**src/rtl/rv_ctrl_pkg.sv**
```systemverilog
`default_nettype none
//----------------------------------------------------------------------------
// Module   : rv_ctrl_pkg
// Purpose  : Shared constants and types for the multicycle RV32I control
//            path. Includes opcodes, aluop encodings, datapath mux selects
//            and the control FSM state enum.
// Ports    : none (package)
// Revision : 1.0 - initial release
//----------------------------------------------------------------------------
package rv_ctrl_pkg;

   localparam int CTRL_STATE_W = 4;

   // Major opcodes recognised by the control FSM
   localparam logic [6:0] OP_LOAD   = 7'b0000011;
   localparam logic [6:0] OP_STORE  = 7'b0100011;
   localparam logic [6:0] OP_R      = 7'b0110011;
   localparam logic [6:0] OP_I      = 7'b0010011;
   localparam logic [6:0] OP_JAL    = 7'b1101111;
   localparam logic [6:0] OP_BRANCH = 7'b1100011;

   // aluop encodings, shared with alu_control
   localparam logic [1:0] ALUOP_ADD   = 2'b00;
   localparam logic [1:0] ALUOP_SUB   = 2'b01;
   localparam logic [1:0] ALUOP_FUNCT = 2'b10;

   // Memory address select
   localparam logic ADR_PC     = 1'b0;
   localparam logic ADR_ALUOUT = 1'b1;

   // ALU A select
   localparam logic [1:0] SRCA_PC    = 2'b00;
   localparam logic [1:0] SRCA_OLDPC = 2'b01;
   localparam logic [1:0] SRCA_RS1   = 2'b10;

   // ALU B select
   localparam logic [1:0] SRCB_RS2  = 2'b00;
   localparam logic [1:0] SRCB_IMM  = 2'b01;
   localparam logic [1:0] SRCB_FOUR = 2'b10;

   // Result select
   localparam logic [1:0] RES_ALUOUT  = 2'b00;
   localparam logic [1:0] RES_MEMDATA = 2'b01;
   localparam logic [1:0] RES_ALURES  = 2'b10;

   // FETCH is encoded as zero so the debug state reads 0 while in reset.
   typedef enum logic [CTRL_STATE_W-1:0] {
      S_FETCH    = 4'd0,
      S_DECODE   = 4'd1,
      S_MEMADR   = 4'd2,
      S_MEMREAD  = 4'd3,
      S_MEMWB    = 4'd4,
      S_MEMWRITE = 4'd5,
      S_EXECUTER = 4'd6,
      S_EXECUTEI = 4'd7,
      S_ALUWB    = 4'd8,
      S_JAL      = 4'd9,
      S_BEQ      = 4'd10
   } state_t;

   function automatic logic is_supported(input logic [6:0] op);
      return (op == OP_LOAD) || (op == OP_STORE) || (op == OP_R) ||
             (op == OP_I) || (op == OP_JAL) || (op == OP_BRANCH);
   endfunction

endpackage
`default_nettype wire

```
**src/rtl/multicycle_control_decode.sv**
```systemverilog
`default_nettype none
//----------------------------------------------------------------------------
// Module   : multicycle_control_decode
// Purpose  : Pure combinational decoder that maps the control FSM state to
//            datapath strobes and mux selects. irwrite and the fetch PC
//            update follow mem_ready. A branch writes the PC only when
//            the zero flag is set.
// Ports    : state (in), mem_ready (in), zero (in);
//            mem_req, adrsrc, irwrite, pcwrite, regwrite, memwrite,
//            alusrca, alusrcb, resultsrc, aluop (out)
// Revision : 1.0 - initial release
//----------------------------------------------------------------------------
module multicycle_control_decode
   import rv_ctrl_pkg::*;
(
   input  logic [CTRL_STATE_W-1:0] state,
   input  logic                    mem_ready,
   input  logic                    zero,
   output logic                    mem_req,
   output logic                    adrsrc,
   output logic                    irwrite,
   output logic                    pcwrite,
   output logic                    regwrite,
   output logic                    memwrite,
   output logic [1:0]              alusrca,
   output logic [1:0]              alusrcb,
   output logic [1:0]              resultsrc,
   output logic [1:0]              aluop
);

   logic pcupdate;
   logic branch;

   always_comb begin
      mem_req   = 1'b0;
      adrsrc    = ADR_PC;
      irwrite   = 1'b0;
      pcupdate  = 1'b0;
      branch    = 1'b0;
      regwrite  = 1'b0;
      memwrite  = 1'b0;
      alusrca   = SRCA_PC;
      alusrcb   = SRCB_RS2;
      resultsrc = RES_ALUOUT;
      aluop     = ALUOP_ADD;

      case (state)
         S_FETCH: begin
            mem_req   = 1'b1;
            alusrcb   = SRCB_FOUR;
            resultsrc = RES_ALURES;
            // IR load and PC+4 commit only when the fetch actually completes
            irwrite   = mem_ready;
            pcupdate  = mem_ready;
         end
         S_DECODE: begin
            // Branch target is precomputed into ALUOut here
            alusrca = SRCA_OLDPC;
            alusrcb = SRCB_IMM;
         end
         S_MEMADR: begin
            alusrca = SRCA_RS1;
            alusrcb = SRCB_IMM;
         end
         S_MEMREAD: begin
            mem_req = 1'b1;
            adrsrc  = ADR_ALUOUT;
         end
         S_MEMWB: begin
            resultsrc = RES_MEMDATA;
            regwrite  = 1'b1;
         end
         S_MEMWRITE: begin
            mem_req  = 1'b1;
            adrsrc   = ADR_ALUOUT;
            memwrite = 1'b1;
         end
         S_EXECUTER: begin
            alusrca = SRCA_RS1;
            alusrcb = SRCB_RS2;
            aluop   = ALUOP_FUNCT;
         end
         S_EXECUTEI: begin
            alusrca = SRCA_RS1;
            alusrcb = SRCB_IMM;
            aluop   = ALUOP_FUNCT;
         end
         S_ALUWB: begin
            regwrite = 1'b1;
         end
         S_JAL: begin
            alusrca  = SRCA_OLDPC;
            alusrcb  = SRCB_FOUR;
            pcupdate = 1'b1;
         end
         S_BEQ: begin
            alusrca = SRCA_RS1;
            alusrcb = SRCB_RS2;
            aluop   = ALUOP_SUB;
            branch  = 1'b1;
         end
         default: ;  // unused encodings drive nothing
      endcase
   end

   assign pcwrite = pcupdate | (branch & zero);

endmodule
`default_nettype wire

```
**src/rtl/multicycle_control.sv**
```systemverilog
`default_nettype none
//----------------------------------------------------------------------------
// Module   : multicycle_control
// Purpose  : Main control FSM of the multicycle RV32I core. Sequences the
//            datapath and produces aluop for alu_control. It also handles
//            the memory ready handshake and flags unsupported opcodes with
//            a one-cycle registered pulse.
// Ports    : clk, rst (async, active-high), opcode[6:0], zero, mem_ready (in)
//            mem_req, adrsrc, irwrite, pcwrite, regwrite, memwrite,
//            alusrca[1:0], alusrcb[1:0], resultsrc[1:0], aluop[1:0],
//            illegal_instr, state_dbg[STATE_W-1:0] (out)
// Revision : 1.0 - initial release
//----------------------------------------------------------------------------
module multicycle_control
   import rv_ctrl_pkg::*;
#(
   parameter int STATE_W = 4
) (
   input  logic               clk,
   input  logic               rst,
   input  logic [6:0]         opcode,
   input  logic               zero,
   input  logic               mem_ready,
   output logic               mem_req,
   output logic               adrsrc,
   output logic               irwrite,
   output logic               pcwrite,
   output logic               regwrite,
   output logic               memwrite,
   output logic [1:0]         alusrca,
   output logic [1:0]         alusrcb,
   output logic [1:0]         resultsrc,
   output logic [1:0]         aluop,
   output logic               illegal_instr,
   output logic [STATE_W-1:0] state_dbg
);

   state_t state;
   state_t state_next;
   logic   illegal_next;

   logic       dec_mem_req;
   logic       dec_adrsrc;
   logic       dec_irwrite;
   logic       dec_pcwrite;
   logic       dec_regwrite;
   logic       dec_memwrite;
   logic [1:0] dec_alusrca;
   logic [1:0] dec_alusrcb;
   logic [1:0] dec_resultsrc;
   logic [1:0] dec_aluop;

   always_ff @(posedge clk or posedge rst) begin
      if (rst) begin
         state         <= S_FETCH;
         illegal_instr <= 1'b0;
      end else begin
         state         <= state_next;
         illegal_instr <= illegal_next;
      end
   end

   always_comb begin
      state_next   = S_FETCH;
      illegal_next = 1'b0;
      case (state)
         S_FETCH:    state_next = mem_ready ? S_DECODE : S_FETCH;
         S_DECODE: begin
            case (opcode)
               OP_LOAD,
               OP_STORE:  state_next = S_MEMADR;
               OP_R:      state_next = S_EXECUTER;
               OP_I:      state_next = S_EXECUTEI;
               OP_JAL:    state_next = S_JAL;
               OP_BRANCH: state_next = S_BEQ;
               default:   state_next = S_FETCH;
            endcase
            illegal_next = !is_supported(opcode);
         end
         // opcode[5] separates store (1) from load (0)
         S_MEMADR:   state_next = opcode[5] ? S_MEMWRITE : S_MEMREAD;
         S_MEMREAD:  state_next = mem_ready ? S_MEMWB : S_MEMREAD;
         S_MEMWB:    state_next = S_FETCH;
         S_MEMWRITE: state_next = mem_ready ? S_FETCH : S_MEMWRITE;
         S_EXECUTER: state_next = S_ALUWB;
         S_EXECUTEI: state_next = S_ALUWB;
         S_ALUWB:    state_next = S_FETCH;
         S_JAL:      state_next = S_ALUWB;
         S_BEQ:      state_next = S_FETCH;
         default:    state_next = S_FETCH;
      endcase
   end

   multicycle_control_decode u_decode (
      .state     (state),
      .mem_ready (mem_ready),
      .zero      (zero),
      .mem_req   (dec_mem_req),
      .adrsrc    (dec_adrsrc),
      .irwrite   (dec_irwrite),
      .pcwrite   (dec_pcwrite),
      .regwrite  (dec_regwrite),
      .memwrite  (dec_memwrite),
      .alusrca   (dec_alusrca),
      .alusrcb   (dec_alusrcb),
      .resultsrc (dec_resultsrc),
      .aluop     (dec_aluop)
   );

   // FETCH still drives mem_req and the fetch selects. So every output is
   // masked while rst is high, which also blocks late writes on an abort.
   assign mem_req   = dec_mem_req  & ~rst;
   assign adrsrc    = dec_adrsrc   & ~rst;
   assign irwrite   = dec_irwrite  & ~rst;
   assign pcwrite   = dec_pcwrite  & ~rst;
   assign regwrite  = dec_regwrite & ~rst;
   assign memwrite  = dec_memwrite & ~rst;
   assign alusrca   = rst ? 2'b00 : dec_alusrca;
   assign alusrcb   = rst ? 2'b00 : dec_alusrcb;
   assign resultsrc = rst ? 2'b00 : dec_resultsrc;
   assign aluop     = rst ? 2'b00 : dec_aluop;

   assign state_dbg = STATE_W'(state);

endmodule
`default_nettype wire

```
**config.mk**
```make
export PLATFORM = sky130hd
export DESIGN_NAME = multicycle_control
export DESIGN_NICKNAME = d
export VERILOG_FILES = /design/src/rtl/rv_ctrl_pkg.sv /design/src/rtl/multicycle_control_decode.sv /design/src/rtl/multicycle_control.sv
export SDC_FILE = /design/constraint.sdc
export NUM_CORES = 1
export LEC_CHECK = 0
export ABC_AREA = 1
export CORE_MARGIN = 3
export CORE_UTILIZATION = 38
export DETAILED_ROUTE_END_ITERATION = 10
export PLACE_DENSITY = 0.8
export SETUP_SLACK_MARGIN = 0.02
export SKIP_LAST_GASP = 1
export SYNTH_ARGS = -nofsm -noshare
export SYNTH_HDL_FRONTEND = slang
export SYNTH_SLANG_ARGS = --single-unit
```
**constraint.sdc**
```tcl
create_clock -name clk -period 3.1 [get_ports clk]
set_input_delay 0.31 -clock clk [delete_from_list [all_inputs] [get_ports clk]]
set_output_delay 0.31 -clock clk [all_outputs]
set_load 0.01 [all_outputs]
```
==> reports/results.md <==
| Group | Parameter | Reported |
| --- | --- | --- |
| layout | Number of antenna cells inserted | 0 |
| clocking | Buffers inserted by post-CTS timing repair | 0 |
| floorplanning | Core area | 0.001201 sq mm |
| timing | Period minus WS final | 2.501 ns |
| timing | Final setup violation count | 0 |
| critical path | Critical Path, Cell by Cell | clkdlybuf4s50_1 > inv_1 > nand2_1 > nor2_2 > nand2_1 > o211ai_1 > clkdlybuf4s50_1 |
| placement | Weighted congestion reported at the end of routability-driven placement | 0.8790 |
| grt | Number of antenna violations at the first check in global routing | 0 |
| synth | Number of synthesized register bits | 5 |
| synth | Post-synthesis sequential area ratio | 0.2387 |
| critical path | Endpoint of the lowest-slack register-to-register path | state_dbg[1] |
| synth | Main synth FF type | sky130_fd_sc_hd__dfrtp_1 |
| critical path | WP data required | 2.79 ns |
| power | Pwr per Cell Area | 296.3 mW/mm^2 |
| clocking | Clock latency reported for the late side of the worst-skew pair | 0.23 ns |
| critical path | Worst Setup Start Kind | input pin |
| timing | Final Hold Fails | 0 |
| timing | Total Neg Setup Slack | 0 ns |
| critical path | Crit-path max cell delay | 0.56 ns |
| synth | Count of flip-flops with a built-in enable after synthesis | 0 |
| critical path | Worst path buffer plus inverter count | 3 |
| critical path | Worst setup path class | input pin to primary output |
| synth | Synthesized area | 524.3 sq um |
| floorplanning | Width of the chip | 43.15 microns |
| timing | Actual transition at the worst max-transition pin | 0.3408 ns |
| routing | Antenna Violating Nets Remaining | 0 |
| power | Max IR drop VDD | 0.0002209 V |
| grt | Sum of overflow across all layers after global routing | 0 |
| critical path | CP Data Arrival Time | 2.19 ns |
| critical path | CP max-delay cell | sky130_fd_sc_hd__clkdlybuf4s50_1 |
| clocking | Hold Buf Count CTS | 0 |
| routing | Number of design rule violations left after detail routing | 0 |
| timing | Remaining max-slew budget at the tightest pin | 0.7726 |
| run | MaxCap Viol Count | 0 |
| critical path | Cell type group with the largest total delay on the critical path | buffers and inverters |
| critical path | Sort of element at the end of the critical path | primary output |
| routing | Routed len/inst | 10.82 microns |
| layout | Fraction of layout cells with a size suffix above 1 | 0.09756 |
| synth | Syn nets | 103 |
| floorplanning | Height of the die | 43.15 microns |
| placement | Post-detailed-placement half-perimeter wirelength | 1272 microns |
| grt | Number of global-route vias before repair | 625 |
| synth | Syn Inst Count | 92 |
| routing | Total number of vias | 698 |
| run status | Status | complete, no violations |
| layout | Leading cell types in the layout, fill and taps excluded | 29 x sky130_fd_sc_hd__nand2_1, 29 x sky130_fd_sc_hd__clkdlybuf4s50_1, 14 x sky130_fd_sc_hd__nor2_1 |
| clocking | Num Clock Sinks | 5 |
| grt | Total routing resource utilization after global routing | 0.1778 |
| power | Lkg Pwr | 0.4211 nW |
| grt | Largest net degree at the start of global routing | 10 |
| timing | Portion of the clock cycle consumed by the worst path in the final layout | 0.8066 |
| layout | Area overhead of the layout relative to synthesis | 61.34% |
| synth | FFs w/ async S/R, synth | 1.000 |
| clocking | Cells resized by post-CTS repair | 0 |
| routing | Routed vias/inst | 5.095 |
| timing | RSZ-0062 raised after global routing | no |
| clocking | Clock root buffer | sky130_fd_sc_hd__clkbuf_4 |
| clocking | Number of buffers between clock root and the deepest sink | 2 |
| floorplanning | Number of placement rows | 12 |
| routing | DRT iter0 DRCs | 7 |
| layout | Number of nets in the final layout | 135 |
| timing | Highest clock frequency the design can meet | 0.3999 GHz |
| timing | Slew Limit Fails | 0 |
| routing | 1st-pass router iterations | 4 |
| grt | First-pass GRT wire length | 2608 microns |
| routing | Total wire length | 1483 microns |
| critical path | Worst r2r path cells | 6 |
| critical path | Worst-path fanout max | 9 |
| clocking | TritonCTS clock tree | built |
| clocking | Number of levels the H-tree was split into | 1 |
| clocking | Num CTS Buffers | 3 |
| synth | Yosys warnings | 0 |
| timing | Post-Route Skew | 0.0007693 ns |
| synth | Syn Area/Cell | 5.698 sq um |
| floorplanning | Number of top-level pins | 30 |
| critical path | Worst reg2reg path startpoint | state_dbg[1] |
| floorplanning | Starting Density | 0.4365 |
| clocking | Clock slew at the register clock pins of the worst setup and hold paths | 0.04 ns |
| floorplanning | Die Area | 0.001861 sq mm |
| placement | Total of buffers placed on input and output ports | 29 |
| synth | Count of distinct cell types in the synthesized netlist | 20 |
| critical path | Worst setup slack for register-to-register paths | 1.82 ns |
| power | Overall power after layout | 250.6 uW |
| worst hold path | Class of the tightest hold or removal check | input pin to async pin |
[worst max path at each step]
stage               from       to  cells after the start
global placement     rst  pcwrite                      7
finish               rst  pcwrite                      7
detailed placement   rst  pcwrite                      7
global route         rst  pcwrite                      7
floorplan            rst  pcwrite                      6
CTS                  rst  pcwrite                      7
[Yosys cell counts, types with 2 or more instances]
cell,instances,share of area
sky130_fd_sc_hd__dfrtp_1,5,0.24
sky130_fd_sc_hd__o211ai_1,2,0.029
sky130_fd_sc_hd__nor2_4,2,0.043
sky130_fd_sc_hd__nor3_1,2,0.019
sky130_fd_sc_hd__nand3_1,6,0.057
sky130_fd_sc_hd__nor2_1,14,0.10
sky130_fd_sc_hd__inv_1,12,0.086
sky130_fd_sc_hd__nand2_1,29,0.21
sky130_fd_sc_hd__nand4_1,3,0.036
sky130_fd_sc_hd__nor2_2,4,0.048
sky130_fd_sc_hd__a21oi_1,2,0.019
sky130_fd_sc_hd__inv_2,3,0.021
[logic make-up after synthesis]
kind of cell,Yosys count,share of synthesized area
and+or+nand+nor,62,0.5370
buffers and inverters,17,0.1313
DFF,5,0.2387
AOI/OAI and AO/OA,8,0.09307
[per-layer routing]
metal  global-route usage  wire length, microns  vias to the layer above
li1                     -                     -                      359
met1               0.2155                   637                      301
met2               0.3038                   718                       36
met3              0.03390                   119                        2
met4              0.06627                     7                        0
met5                    0                     0                        -
[where the power goes]
part	internal [mW]	switching (mW)	leakage, nW	total (mW)
combinational	0.0502	0.0500	0.339	0.100
sequential	0.0703	0.00663	0.0668	0.0769
clock	0.0486	0.0249	0.0150	0.0734
[registers in the layout, indices dropped and copies added, names as in the netlist]
| name | cells |
|---|---|
| state_dbg | 4 |
| illegal_instr | 1 |
[metrics by stage]
step                      hold WS [ns]  worst slack [ns]  cell area (sq um)  utilization  instances
final                           0.5532            0.5995              845.8       0.7042        137
after global routing            0.5810            0.4243              845.8       0.7042        137
after CTS                       0.5534            0.5762              845.8       0.7042        137
after detailed placement        0.7942            0.5840              819.5       0.6823        133
after global placement          0.7764            0.6574              819.5       0.6823        133
after floorplan                 0.2807             1.629              524.3            -         92
[area by class of cell]
type                    count  area, sq um
multi-input cells          70        330.3
flip-flops and latches      5        125.1
fillers                   107        355.3
inverters                  15        56.30
well taps                  14        17.52
repair buffers             29        290.3
clock buffers               4        26.28
No activity file was read; power rests on OpenSTA's default activity.
